File: src/rtl/fu_issue.sv
// fu_issue: operation queue and issue stage for a single functional unit.
// Ops are accepted into a small FIFO, presented to the FU one per cycle, and
// their results are collected after the op-class latency. An idle bubble
// follows a MADD-class op when the next op has a shorter latency, so that
// two results can never land on the same edge.
//
// Ports
//   clock, reset          single clock, synchronous active-high reset
//   in_valid / in_ready   upstream handshake (accept when both are 1)
//   in_a/in_b/in_c        32-bit operands
//   in_inst, in_select    opcode and select bit
//   in_tag                opaque identifier returned with the result
//   fu_a/fu_b/fu_c        operands to the FU (posedge registers)
//   fu_inst               opcode to the FU (falling-edge copy)
//   fu_select             select bit to the FU
//   fu_z, fu_compare      FU data result and compare flag
//   out_valid/out_z/out_compare/out_tag   result return, no backpressure
//
// Bubble FSM
//   state  | meaning
//   RUN    | normal issue, head popped whenever the FIFO is non-empty
//   BUBBLE | idle op presented after a MADD-class op, next head may issue

module fu_issue #(
  parameter int DEPTH    = 4,
  parameter int MADD_LAT = 2
) (
  input  logic        clock,
  input  logic        reset,
  input  logic        in_valid,
  output logic        in_ready,
  input  logic [31:0] in_a,
  input  logic [31:0] in_b,
  input  logic [31:0] in_c,
  input  logic [5:0]  in_inst,
  input  logic        in_select,
  input  logic [3:0]  in_tag,
  output logic [31:0] fu_a,
  output logic [31:0] fu_b,
  output logic [31:0] fu_c,
  output logic [5:0]  fu_inst,
  output logic        fu_select,
  input  logic [31:0] fu_z,
  input  logic        fu_compare,
  output logic        out_valid,
  output logic [31:0] out_z,
  output logic        out_compare,
  output logic [3:0]  out_tag
);

  localparam int AW = $clog2(DEPTH);
  localparam int CW = $clog2(DEPTH + 1);
  localparam int TW = $clog2(MADD_LAT + 1);

  typedef struct packed {
    logic [31:0] a;
    logic [31:0] b;
    logic [31:0] c;
    logic [5:0]  inst;
    logic        sel;
    logic [3:0]  tag;
  } entry_t;

  typedef enum logic {RUN, BUBBLE} state_t;

  entry_t          mem [DEPTH];
  logic [AW-1:0]   wr_ptr;
  logic [AW-1:0]   rd_ptr;
  logic [CW-1:0]   count;
  logic            push;
  logic            pop;
  logic            empty;
  entry_t          head;
  logic            head_madd;
  logic            last_madd;
  logic            need_bubble;
  state_t          state_q;
  state_t          state_d;
  logic [5:0]      inst_q;
  logic [TW-1:0]   ins_idx;
  logic            trk_v   [MADD_LAT+1];
  logic [3:0]      trk_tag [MADD_LAT+1];

  // ---------------- FIFO ----------------
  assign in_ready  = !reset && (count < CW'(DEPTH));
  assign push      = in_valid && in_ready;
  assign empty     = (count == '0);
  assign head      = mem[rd_ptr];
  assign head_madd = (head.inst[5:3] == 3'b111);

  always_ff @(posedge clock) begin
    if (push) begin
      mem[wr_ptr] <= '{a: in_a, b: in_b, c: in_c, inst: in_inst,
                       sel: in_select, tag: in_tag};
    end
  end

  always_ff @(posedge clock) begin
    if (reset) begin
      wr_ptr <= '0;
      rd_ptr <= '0;
      count  <= '0;
    end else begin
      if (push) wr_ptr <= wr_ptr + AW'(1);
      if (pop)  rd_ptr <= rd_ptr + AW'(1);
      case ({push, pop})
        2'b10:   count <= count + CW'(1);
        2'b01:   count <= count - CW'(1);
        default: count <= count;
      endcase
    end
  end

  // ---------------- bubble FSM ----------------
  // A short-latency op directly behind a MADD-class op would retire on the
  // same edge as the MADD, so one idle slot is inserted between them.
  assign need_bubble = !empty && last_madd && !head_madd;

  always_ff @(posedge clock) begin
    if (reset) state_q <= RUN;
    else       state_q <= state_d;
  end

  always_comb begin
    state_d = state_q;
    case (state_q)
      RUN:     state_d = need_bubble ? BUBBLE : RUN;
      BUBBLE:  state_d = RUN;
      default: state_d = RUN;
    endcase
  end

  always_comb begin
    pop = 1'b0;
    case (state_q)
      RUN:     pop = !empty && !need_bubble;
      BUBBLE:  pop = !empty;
      default: pop = 1'b0;
    endcase
  end

  // ---------------- FU registers ----------------
  always_ff @(posedge clock) begin
    if (reset || !pop) begin
      fu_a      <= '0;
      fu_b      <= '0;
      fu_c      <= '0;
      fu_select <= 1'b0;
      inst_q    <= '0;
      last_madd <= 1'b0;
    end else begin
      fu_a      <= head.a;
      fu_b      <= head.b;
      fu_c      <= head.c;
      fu_select <= head.sel;
      inst_q    <= head.inst;
      last_madd <= head_madd;
    end
  end

  // Opcode moves only in the low phase of the clock.
  always_ff @(negedge clock) begin
    fu_inst <= inst_q;
  end

  // ---------------- result tracking ----------------
  // Slot i retires i+1 edges from now; a presented op is sampled one edge
  // later and retires latency edges after that, hence slot = latency.
  assign ins_idx = head_madd ? TW'(MADD_LAT) : TW'(1);

  always_ff @(posedge clock) begin
    if (reset) begin
      for (int i = 0; i <= MADD_LAT; i++) begin
        trk_v[i]   <= 1'b0;
        trk_tag[i] <= '0;
      end
    end else begin
      for (int i = 0; i < MADD_LAT; i++) begin
        trk_v[i]   <= trk_v[i+1];
        trk_tag[i] <= trk_tag[i+1];
      end
      trk_v[MADD_LAT]   <= 1'b0;
      trk_tag[MADD_LAT] <= '0;
      if (pop) begin
        trk_v[ins_idx]   <= 1'b1;
        trk_tag[ins_idx] <= head.tag;
      end
    end
  end

  always_ff @(posedge clock) begin
    if (reset) begin
      out_valid   <= 1'b0;
      out_z       <= '0;
      out_compare <= 1'b0;
      out_tag     <= '0;
    end else begin
      out_valid <= trk_v[0];
      if (trk_v[0]) begin
        out_z       <= fu_z;
        out_compare <= fu_compare;
        out_tag     <= trk_tag[0];
      end
    end
  end

endmodule

File: config.mk
export PLATFORM = sky130hd
export DESIGN_NAME = fu_issue
export DESIGN_NICKNAME = d
export VERILOG_FILES = /design/src/rtl/fu_issue.sv
export SDC_FILE = /design/constraint.sdc
export NUM_CORES = 1
export LEC_CHECK = 0
export CAP_MARGIN = 20
export CORE_ASPECT_RATIO = 0.5
export CORE_UTILIZATION = 56
export CTS_BUF_LIST = sky130_fd_sc_hd__clkbuf_2 sky130_fd_sc_hd__clkbuf_4 sky130_fd_sc_hd__clkbuf_8
export DETAILED_ROUTE_END_ITERATION = 12
export PLACE_DENSITY = 0.81
export SLEW_MARGIN = 5
export SYNTH_ARGS = -nofsm -noshare
export SYNTH_HDL_FRONTEND = slang
export SYNTH_SLANG_ARGS = --single-unit
export TNS_END_PERCENT = 100
File: constraint.sdc
create_clock -name clock -period 5.89 [get_ports clock]
set_clock_uncertainty 0.2 [all_clocks]
set_input_delay 1.178 -clock clock [delete_from_list [all_inputs] [get_ports clock]]
set_output_delay 1.178 -clock clock [all_outputs]
set_load 0.03 [all_outputs]
==> flow_metrics.py <==
metrics = {
    "power_and_ir_drop": {
        "intPower_mw": 7.67,
        "switchingPower_mw": 2.89,
        "irDropWorstVdd_mv": 0.208,
        "p_clk_frac": 0.293,
        "p_comb_frac": 0.219,
        "swShare": 0.274,
        "finalPower_mw": 10.6,
        "seqPwrFrac": 0.488,
        "p_leak_nw": 8.41,
        "p_per_area_nw_per_um2": 413,
    },
    "critical_path": {
        "critPathTopFamily": "buffers and inverters",
        "critical_path_cell_count": 1,
        "crit_arrival_ns": 4.30,
        "crit_path_top_delay_cell": "dlygate4sd2_1",
        "crit_path_end_kind": "output pin",
        "start_kind": "flip-flop",
        "rr_endpoint": "fu_a[27]$_SDFF_PP0_",
        "rrSetupSlack_ns": 2.26,
        "critPathBufInv": 1,
        "cpPeakStageDelay_ns": 0.40,
        "crit_type": "reg2out",
        "path_cells": "dlygate4sd2_1",
        "r2r_cells": 5,
        "critPathMaxFanout": 1,
        "cp_data_required_time_ns": 4.51,
    },
    "place": {
        "io_buffers": 284,
        "place_area_um2": 24000,
        "dp.cells": 1737,
        "finalWeightedCongestion": 0.719,
        "place_ws_ns": 0.584,
        "place_hpwl_um": 23400,
    },
    "cells_and_area": {
        "multi_input_area_um2": 4030,
        "syn2layout_area_growth_pct": 24.3,
        "layout-drive-gt1-share": 0.186,
        "fillers": 2180,
        "finalNetCount": 1488,
        "final_area_um2": 25600,
        "seq_area_um2": 16300,
        "fin_util": 0.709,
        "stdcell_count": 1891,
    },
    "grt": {
        "grt_pass1_wl_um": 59400,
        "grt_overflow": 0,
        "grt_util_all_layers": 0.213,
        "grt_max_degree": 74,
        "grt_pass1_vias": 10674,
        "antenna_found_initial": 4,
    },
    "outcome": {
        "status": "finished clean",
    },
    "hold_path": {
        "hp-start": "trk_tag[1][2]$_DFF_P_",
        "holdPathEnd": "trk_tag[0][2]$_DFF_P_",
        "hold_class": "reg2reg",
        "whs_path_depth": 1,
    },
    "clock_network": {
        "cts_setup_buffers": 0,
        "clk_latency_ns": 0.63,
        "path_clk_slew_ns": 0.07,
        "cts_max_path_buffers": 3,
        "numCtsBuffers": 79,
        "htree_levels": 3,
        "ctsRootBufferMaster": "clkbuf_8",
        "cts_tree": "yes",
        "numClockSinks": 601,
    },
    "synth": {
        "ys_seq_area_frac": 0.793,
        "synth_common_cells": "428 x edfxtp_1, 173 x dfxtp_1, 107 x mux4_2, 107 x nor2b_1, 52 x nor2_1",
        "async_flop_share": 0,
        "synthCells": 1005,
        "synth_cell_types": 28,
        "synth_edf_count": 428,
        "netlist_area_um2": 20600,
        "synth_flop_cell": "edfxtp_1",
        "synth_most_common_cell": "edfxtp_1",
        "ys_seq_elements": 601,
        "synth_nets": 1154,
        "ys_warn_count": 0,
        "synth_top_area_share": 0.625,
        "netlist_top_cells_area": "edfxtp_1 62%, dfxtp_1 17%, mux4_2 12%, nor2b_1 3.3%, mux2i_1 2.0%",
        "synth_top_area_cell": "edfxtp_1",
        "synth.avg_cell_area_um2": 20.5,
    },
    "route": {
        "avgViaCountPerCell": 5.24,
        "first_iter_violations": 684,
        "ant_nets": 0,
        "routedWlPerCell_um": 21.0,
        "routed_wl_um": 39800,
        "detailedRoute.firstPassIterationCount": 4,
        "vias": 9908,
        "drc_errors": 0,
    },
    "floorplanning": {
        "rows": 49,
        "die_width_um": 273,
        "ios": 285,
        "start_util": 0.571,
        "die_y_um": 138,
        "coreArea_um2": 36000,
        "dieArea_um2": 37500,
    },
    "sta": {
        "slew_headroom": 0.232,
        "worstMarginPinSlew_ns": 1.15,
        "finalMaxSlewViolations": 0,
        "rsz0062_at_grt": "no",
        "whs_ns": 0.240,
        "setup_viol": 0,
        "fin_tns_setup_ns": 0,
        "setup_ws_ns": 0.211,
        "hold_violations": 0,
    },
    "flow_run": {
        "cap_violations": 0,
    },
}
-- layer usage --
layer,wire (um),global-route usage,up-vias
met5,0,0,-
met4,1060,0.0878,0
met3,1670,0.0436,75
met2,21600,0.376,247
met1,15400,0.259,5045
li1,-,-,4541
-- timing repair --
action	4_1_cts	5_1_grt
endpoints found under the hold margin	0	0
setup endpoints to repair	6	0
hold buffers	0	0
gates resized for setup	6	0
-- sequential cells by signal, summed over array words and instances, names as in the netlist, 2 cells and up, named ones only --
signal and flops:
count 3, fu_a 32, fu_b 32, fu_c 32, fu_inst 6, inst_q 6
mem 428, out_tag 4, out_z 32, rd_ptr 2, trk_tag 12, trk_v 3
wr_ptr 2
-- cells by family after synthesis --
family	synth area share
AOI/OAI and AO/OA	0.00432
xor gates and xnor gates	0.00128
adders and majority gates	0.00401
buffers and inverters	0.0123
DFF	0.793
muxes	0.137
and+or+nand+nor	0.0478
-- power groups by stage --
stage / logic (mW) / clock network [mW] / registers, mW
finish: 2.31 / 3.10 / 5.15
global route: 2.46 / 3.35 / 5.20
CTS: 2.35 / 3.15 / 5.16
detailed placement: 2.35 / 0.00737 / 5.25
global placement: 2.30 / 0.00737 / 5.23
floorplan: 1.25 / 0.00737 / 5.51
-- layout by cell type (no fill, tap or decap), drive strengths merged --
master and n:
nor3b 1, nor3 3, dfxtp 173, nor2 52, clkinv 18, bufinv 1
mux2i 41, dlygate4sd2 6, edfxtp 428, ha 5, xor2 2, mux4 107
clkinvlp 4, nand3 1, a21oi 5, o31ai 1, fa 1, nand2 1
xnor2 1, or3 4, and3 4, clkbuf 121, nor2b 107, and2 5
inv 17, clkdlybuf4s50 277, nand2b 1, buf 11, a311oi 2, o21ai 3
diode 4
-- area by class of cell --
type                            count  share of cell area
Sequential cell                   601               0.638
Antenna cell                        4            0.000391
Timing Repair Buffer              294               0.116
Multi-Input combinational cell    347               0.157
Inverter                           10             0.00147
Clock inverter                     30             0.00582
Tap cell                          484              0.0237
Clock buffer                      121              0.0573
-- how the worst max path moves through the flow --
stage                     slack, ns               start             endpoint
after global routing           0.15  fu_inst[0]$_DFF_N_           fu_inst[0]
final                          0.21  fu_inst[1]$_DFF_N_           fu_inst[1]
after CTS                      0.19  fu_inst[0]$_DFF_N_           fu_inst[0]
after global placement         0.61  fu_inst[3]$_DFF_N_           fu_inst[3]
after floorplan                0.73               reset  mem[0][0]$_DFFE_PP_
after detailed placement       0.58  fu_inst[1]$_DFF_N_           fu_inst[1]
Note: power is estimated with default switching activity, not from simulation.
==> RTL edit 1 (same settings) <==
Set the parameter `DEPTH` to 2 (it was 4).
--- a/src/rtl/fu_issue.sv
+++ b/src/rtl/fu_issue.sv
@@ -23,5 +23,5 @@
 
 module fu_issue #(
-  parameter int DEPTH    = 4,
+  parameter int DEPTH    = 2,
   parameter int MADD_LAT = 2
 ) (
Check against the original RTL: not checked (the comparison handles one clock edge and no latches or derived clocks); the edit may change what the design does.
==> RTL edit 1 against the original RTL <==
Worst setup slack better by 0.070 ns. Combinational power down 37%. Final area down 35%. Cell count down 25%. Power down 36%. Wire length down 39%. Utilization up 7.5 points. Critical path depth unchanged. Via count down 30%. Synthesized area down 40%. Sequential cell count down 218. Sequential share of layout area down 4.4 points.
==> RTL edit 1: results <==
<?xml version="1.0" encoding="UTF-8"?>
<metrics>
  <group name="detailed_routing">
    <metric name="route.vias.total" unit="">6936</metric>
    <metric name="drt_pass1_iterations" unit="">5</metric>
    <metric name="drt-initial-drc-count" unit="">366</metric>
    <metric name="wirelength" unit="um">24400</metric>
  </group>
  <group name="yosys">
    <metric name="synth_fp_nets" unit="">904</metric>
    <metric name="synth.distinct_cells" unit="">31</metric>
    <metric name="synth_top_cells_by_count" unit="">sky130_fd_sc_hd__edfxtp_1, sky130_fd_sc_hd__dfxtp_1, sky130_fd_sc_hd__nor2_1</metric>
    <metric name="synth_sequential_area_ratio" unit="%">79.5</metric>
    <metric name="synthTopCellsByArea" unit="">sky130_fd_sc_hd__edfxtp_1, sky130_fd_sc_hd__dfxtp_1, sky130_fd_sc_hd__mux2i_1, sky130_fd_sc_hd__nor2_1, sky130_fd_sc_hd__buf_2</metric>
    <metric name="synth_enable_flop_cells" unit="">214</metric>
  </group>
  <group name="cells_and_area">
    <metric name="post_route_cells_drive_above_1_share" unit="%">9.10</metric>
    <metric name="largest_register_ff_count" unit="">214</metric>
    <metric name="final_nets" unit="">1223</metric>
    <metric name="antenna-diode-count" unit="">0</metric>
  </group>
  <group name="power_and_ir_drop">
    <metric name="p_leak" unit="nW">5.90</metric>
    <metric name="vdd_ir_drop_max" unit="mV">0.283</metric>
  </group>
  <group name="global_route">
    <metric name="grt_pass1_wl" unit="um">37100</metric>
    <metric name="grt_antenna_before_repair" unit="">0</metric>
    <metric name="pin_count_of_the_biggest_net_entering_global_routing" unit="">64</metric>
    <metric name="track_usage" unit="%">21.5</metric>
    <metric name="via_count_of_the_first_global_routing_pass" unit="">7182</metric>
  </group>
  <group name="min_path">
    <metric name="timing.hold.worst.start" unit="">trk_tag[1][3]</metric>
    <metric name="endpoint_with_the_worst_hold_slack" unit="">trk_tag[0][3]</metric>
  </group>
  <group name="sta">
    <metric name="holdWs" unit="ns">0.235</metric>
    <metric name="max_slew.worst_pin.slew" unit="ns">1.05</metric>
  </group>
  <group name="clock_tree">
    <metric name="clk_latency" unit="ns">0.57</metric>
    <metric name="cts-buffers-inserted" unit="">50</metric>
    <metric name="cts-htree-levels" unit="">2</metric>
  </group>
  <group name="placement">
    <metric name="placed_area" unit="sq um">15500</metric>
  </group>
  <group name="run_status">
    <metric name="run_status" unit="">finished, final reports clean</metric>
  </group>
  <group name="critical_path">
    <metric name="timing.reg2reg.setup_slack" unit="ns">2.35</metric>
    <metric name="r2r.worst_path.cells" unit="">0</metric>
    <metric name="crit_arrival" unit="ns">4.23</metric>
  </group>
</metrics>
==> RTL edit 1: changes by cell type after synthesis, moves of 15 or more <==
cell / unedited run / this run
sky130_fd_sc_hd__nor2b_1: 107 / 7
sky130_fd_sc_hd__mux2i_1: 41 / 148
sky130_fd_sc_hd__nor2_1: 52 / 152
sky130_fd_sc_hd__clkbuf_1: 21 / 2
sky130_fd_sc_hd__edfxtp_1: 428 / 214
sky130_fd_sc_hd__mux4_2: 107 / 0
sky130_fd_sc_hd__buf_2: 4 / 19
==> RTL edit 1: repair_timing <==
action / CTS / global route
hold endpoints to repair: 0 / 0
resized for setup: 3 / 3
endpoints found under the setup margin: 3 / 3
==> RTL edit 1: layout make-up <==
cell class	instances	area (sq um)
well taps	292	365
clock buffers	77	941
clock inverters	23	103
multi-input cells	340	2350
flip-flops and latches	383	9810
repair buffers	295	2940
fillers	1231	4540
inverters	3	11.3
==> RTL edit 1: logic make-up (layout without fill, tap and decap cells) <==
group / Yosys count / in the layout / share of synthesized area, %
XOR/XNOR: 3 / 3 / 0.213
flip-flops: 383 / 383 / 79.5
buffers and inverters: 37 / 398 / 1.59
adder cells (fa/ha/maj): 1 / 1 / 0.101
AO/OA/AOI/OAI: 10 / 10 / 0.588
AND/OR/NAND/NOR: 178 / 178 / 6.00
multiplexers: 148 / 148 / 12.0
==> RTL edit 1: worst max path at each step <==
stage	startpoint	to	slack, ns	cells after the start
3_5_place_dp	fu_inst[4]	fu_inst[4]	0.59	1
5_1_grt	fu_inst[4]	fu_inst[4]	0.23	1
3_3_place_gp	fu_inst[4]	fu_inst[4]	0.62	1
4_1_cts	fu_inst[5]	fu_inst[5]	0.008	1
6_report	fu_inst[4]	fu_inst[4]	0.28	1
2_1_floorplan	reset	mem[0][0]	0.47	4
==> RTL edit 1: metrics by stage <==
step	instances	setup WS, ns
2_1_floorplan	760	0.472
3_3_place_gp	1313	0.618
3_5_place_dp	1313	0.594
4_1_cts	1412	0.00793
5_1_grt	1413	0.230
6_report	1413	0.281
==> RTL edit 1: report_power, final <==
part / switching [mW] / total [mW] / internal [mW]
Sequential: 0.176 / 3.32 / 3.14
Clock: 0.928 / 1.95 / 1.03
Combinational: 0.803 / 1.45 / 0.644
==> RTL edit 1: per-layer routing <==
metal,GRT usage [%],up-vias,part of all wire (%)
li1,-,3349,-
met3,6.03,36,6.3
met4,6.42,0,1.7
met1,25.2,3344,40
met2,38.7,207,52
met5,0,-,0
==> RTL edit 2 (same settings) <==
Made on the original files. Reset style: asynchronous (`reset`), changed in 4 clocked blocks. Comments in the files are not updated.
--- a/src/rtl/fu_issue.sv
+++ b/src/rtl/fu_issue.sv
@@ -96,5 +96,5 @@
   end
 
-  always_ff @(posedge clock) begin
+  always_ff @(posedge clock or posedge reset) begin
     if (reset) begin
       wr_ptr <= '0;
@@ -117,5 +117,5 @@
   assign need_bubble = !empty && last_madd && !head_madd;
 
-  always_ff @(posedge clock) begin
+  always_ff @(posedge clock or posedge reset) begin
     if (reset) state_q <= RUN;
     else       state_q <= state_d;
@@ -169,5 +169,5 @@
   assign ins_idx = head_madd ? TW'(MADD_LAT) : TW'(1);
 
-  always_ff @(posedge clock) begin
+  always_ff @(posedge clock or posedge reset) begin
     if (reset) begin
       for (int i = 0; i <= MADD_LAT; i++) begin
@@ -189,5 +189,5 @@
   end
 
-  always_ff @(posedge clock) begin
+  always_ff @(posedge clock or posedge reset) begin
     if (reset) begin
       out_valid   <= 1'b0;
Check against the original RTL: not checked (the comparison handles one clock edge and no latches or derived clocks); the edit may change what the design does.
==> RTL edit 2 against the original RTL <==
Sequential cell count fell by 2. Largest cell class unchanged. Power up 16%. Worst setup slack worse by 0.017 ns. Highest routed layer unchanged. Synthesized area grew 0.29%. First-iteration DRC count shrank 7.9%. Final area rose by 0.69%. Critical path type unchanged. Wire length down 2.4%.
==> RTL edit 2: results <==
<?xml version="1.0" encoding="UTF-8"?>
<metrics>
  <group name="run_status">
    <metric name="run_status" unit="">finished, final reports clean</metric>
  </group>
  <group name="yosys">
    <metric name="total_of_warnings_raised_by_yosys" unit="">0</metric>
    <metric name="synth_enable_flop_cells" unit="">428</metric>
    <metric name="synth_fp_nets" unit="">1087</metric>
    <metric name="synth.distinct_cells" unit="">30</metric>
    <metric name="synth_top_cells_by_count" unit="">sky130_fd_sc_hd__edfxtp_1, sky130_fd_sc_hd__dfxtp_1, sky130_fd_sc_hd__mux4_2</metric>
    <metric name="async_set_reset_flop_share_out_of_synthesis" unit="%">10.2</metric>
    <metric name="synth_sequential_area_ratio" unit="%">80.4</metric>
    <metric name="synthTopCellsByArea" unit="">sky130_fd_sc_hd__edfxtp_1, sky130_fd_sc_hd__mux4_2, sky130_fd_sc_hd__dfxtp_1, sky130_fd_sc_hd__dfrtp_1, sky130_fd_sc_hd__nor2b_1</metric>
  </group>
  <group name="cells_and_area">
    <metric name="fillCellCount" unit="">2067</metric>
    <metric name="post_route_cells_drive_above_1_share" unit="%">22.9</metric>
    <metric name="final_nets" unit="">1432</metric>
    <metric name="max_flop_register" unit="">mem</metric>
  </group>
  <group name="power_and_ir_drop">
    <metric name="p_leak" unit="nW">8.85</metric>
    <metric name="vdd_ir_drop_max" unit="mV">0.252</metric>
    <metric name="netSwitchingFraction" unit="%">29.6</metric>
  </group>
  <group name="critical_path">
    <metric name="crit_arrival" unit="ns">4.32</metric>
    <metric name="critical-path-slowest-cell" unit="">sky130_fd_sc_hd__dlygate4sd2_1</metric>
    <metric name="max_stage_delay" unit="ns">0.43</metric>
    <metric name="timing.critical_path.max_delay_family" unit="">buffers and inverters</metric>
  </group>
  <group name="global_route">
    <metric name="pin_count_of_the_biggest_net_entering_global_routing" unit="">72</metric>
    <metric name="via_count_of_the_first_global_routing_pass" unit="">10400</metric>
    <metric name="grt_antenna_before_repair" unit="">1</metric>
    <metric name="grt_pass1_wl" unit="um">58600</metric>
    <metric name="track_usage" unit="%">21.0</metric>
  </group>
  <group name="detailed_routing">
    <metric name="route.vias.total" unit="">9676</metric>
    <metric name="drt-initial-drc-count" unit="">630</metric>
    <metric name="drt-met1-wl" unit="um">15400</metric>
    <metric name="wirelength" unit="um">38800</metric>
    <metric name="routed-wl-met3" unit="um">1530</metric>
    <metric name="dr_wl_met2" unit="um">21100</metric>
    <metric name="drt_pass1_iterations" unit="">6</metric>
  </group>
  <group name="clock_tree">
    <metric name="cts-htree-levels" unit="">3</metric>
    <metric name="cts-buffers-inserted" unit="">81</metric>
    <metric name="clk_pin_slew" unit="ns">0.07</metric>
  </group>
  <group name="sta">
    <metric name="slew_headroom" unit="%">28.7</metric>
  </group>
  <group name="placement">
    <metric name="place_ws" unit="ns">0.598</metric>
    <metric name="port_buffers" unit="">284</metric>
    <metric name="dp_hpwl" unit="um">22800</metric>
    <metric name="gpl_wtd_cong" unit="">0.731</metric>
  </group>
</metrics>
## RTL edit 2: cell types whose count changed after synthesis, moves of 7 or more
cell                      before  now
sky130_fd_sc_hd__dfxtp_1     173  110
sky130_fd_sc_hd__dfrtp_1       0   61
sky130_fd_sc_hd__nor2_1       52    5
sky130_fd_sc_hd__mux2_2        0   41
sky130_fd_sc_hd__mux2i_1      41    1
sky130_fd_sc_hd__nor2b_1     107   93
sky130_fd_sc_hd__nor2b_2       0   10
sky130_fd_sc_hd__buf_4         9    1
sky130_fd_sc_hd__buf_2         4   11
## RTL edit 2: worst paths after layout
path | depth (start not counted) | startpoint | end | slack, ns
worst min register to register | 0 | trk_tag[7] | trk_tag[11] | 0.15
worst max-delay path | 1 | fu_inst[2] | fu_inst[2] | 0.19
worst min-delay path | 0 | trk_tag[7] | trk_tag[11] | 0.15
min in group asynchronous | 3 | reset | rd_ptr[0] | 1.11
worst max register to register | 9 | rd_ptr[1] | count[2] | 2.30
max in group asynchronous | 3 | reset | rd_ptr[1] | 3.80
## RTL edit 2: final cells by class
cell class	instances	share of cell area, %
Antenna cell	1	0.00972
Clock buffer	124	5.90
Clock inverter	31	0.612
Inverter	10	0.146
Multi-Input combinational cell	290	15.0
Sequential cell	599	64.4
Tap cell	484	2.35
Timing Repair Buffer	295	11.6
## RTL edit 2: power groups by stage
stage / Combinational (mW) / Sequential (mW) / Clock [mW]
3_5_place_dp: 3.57 / 5.70 / 0.00737
3_3_place_gp: 3.51 / 5.66 / 0.00737
2_1_floorplan: 1.70 / 6.24 / 0.00737
5_1_grt: 3.74 / 5.67 / 3.41
6_report: 3.53 / 5.59 / 3.17
4_1_cts: 3.57 / 5.61 / 3.23
## RTL edit 2: through the flow
| step | std cells | hold WS (ns) | area [sq um] |
|---|---|---|---|
| finish | 1834 | 0.154 | 25800 |
| global placement | 1678 | 0.134 | 24100 |
| CTS | 1832 | 0.153 | 25700 |
| global route | 1834 | 0.163 | 25800 |
| detailed placement | 1678 | 0.142 | 24100 |
| floorplan | 938 | 0.131 | 20600 |
## RTL edit 2: cell families (layout without fill, tap and decap cells)
family                   count (synthesis)  in the layout  share of synthesized area [%]
AO/OA/AOI/OAI                            4              4                          0.133
XOR/XNOR                                 6              6                          0.255
adder cells (fa/ha/maj)                  6              6                          0.400
buffers and inverters                   49            460                           1.05
flip-flops                             599            599                           80.4
multiplexers                           149            149                           14.0
other                                    0              1                              0
AND/OR/NAND/NOR                        125            125                           3.82
## RTL edit 2: layer usage
layer | global-route usage [%] | up-vias
li1 | - | 4355
met1 | 25.6 | 5063
met2 | 37.7 | 200
met3 | 4.67 | 58
met4 | 6.95 | 0
met5 | 0 | -
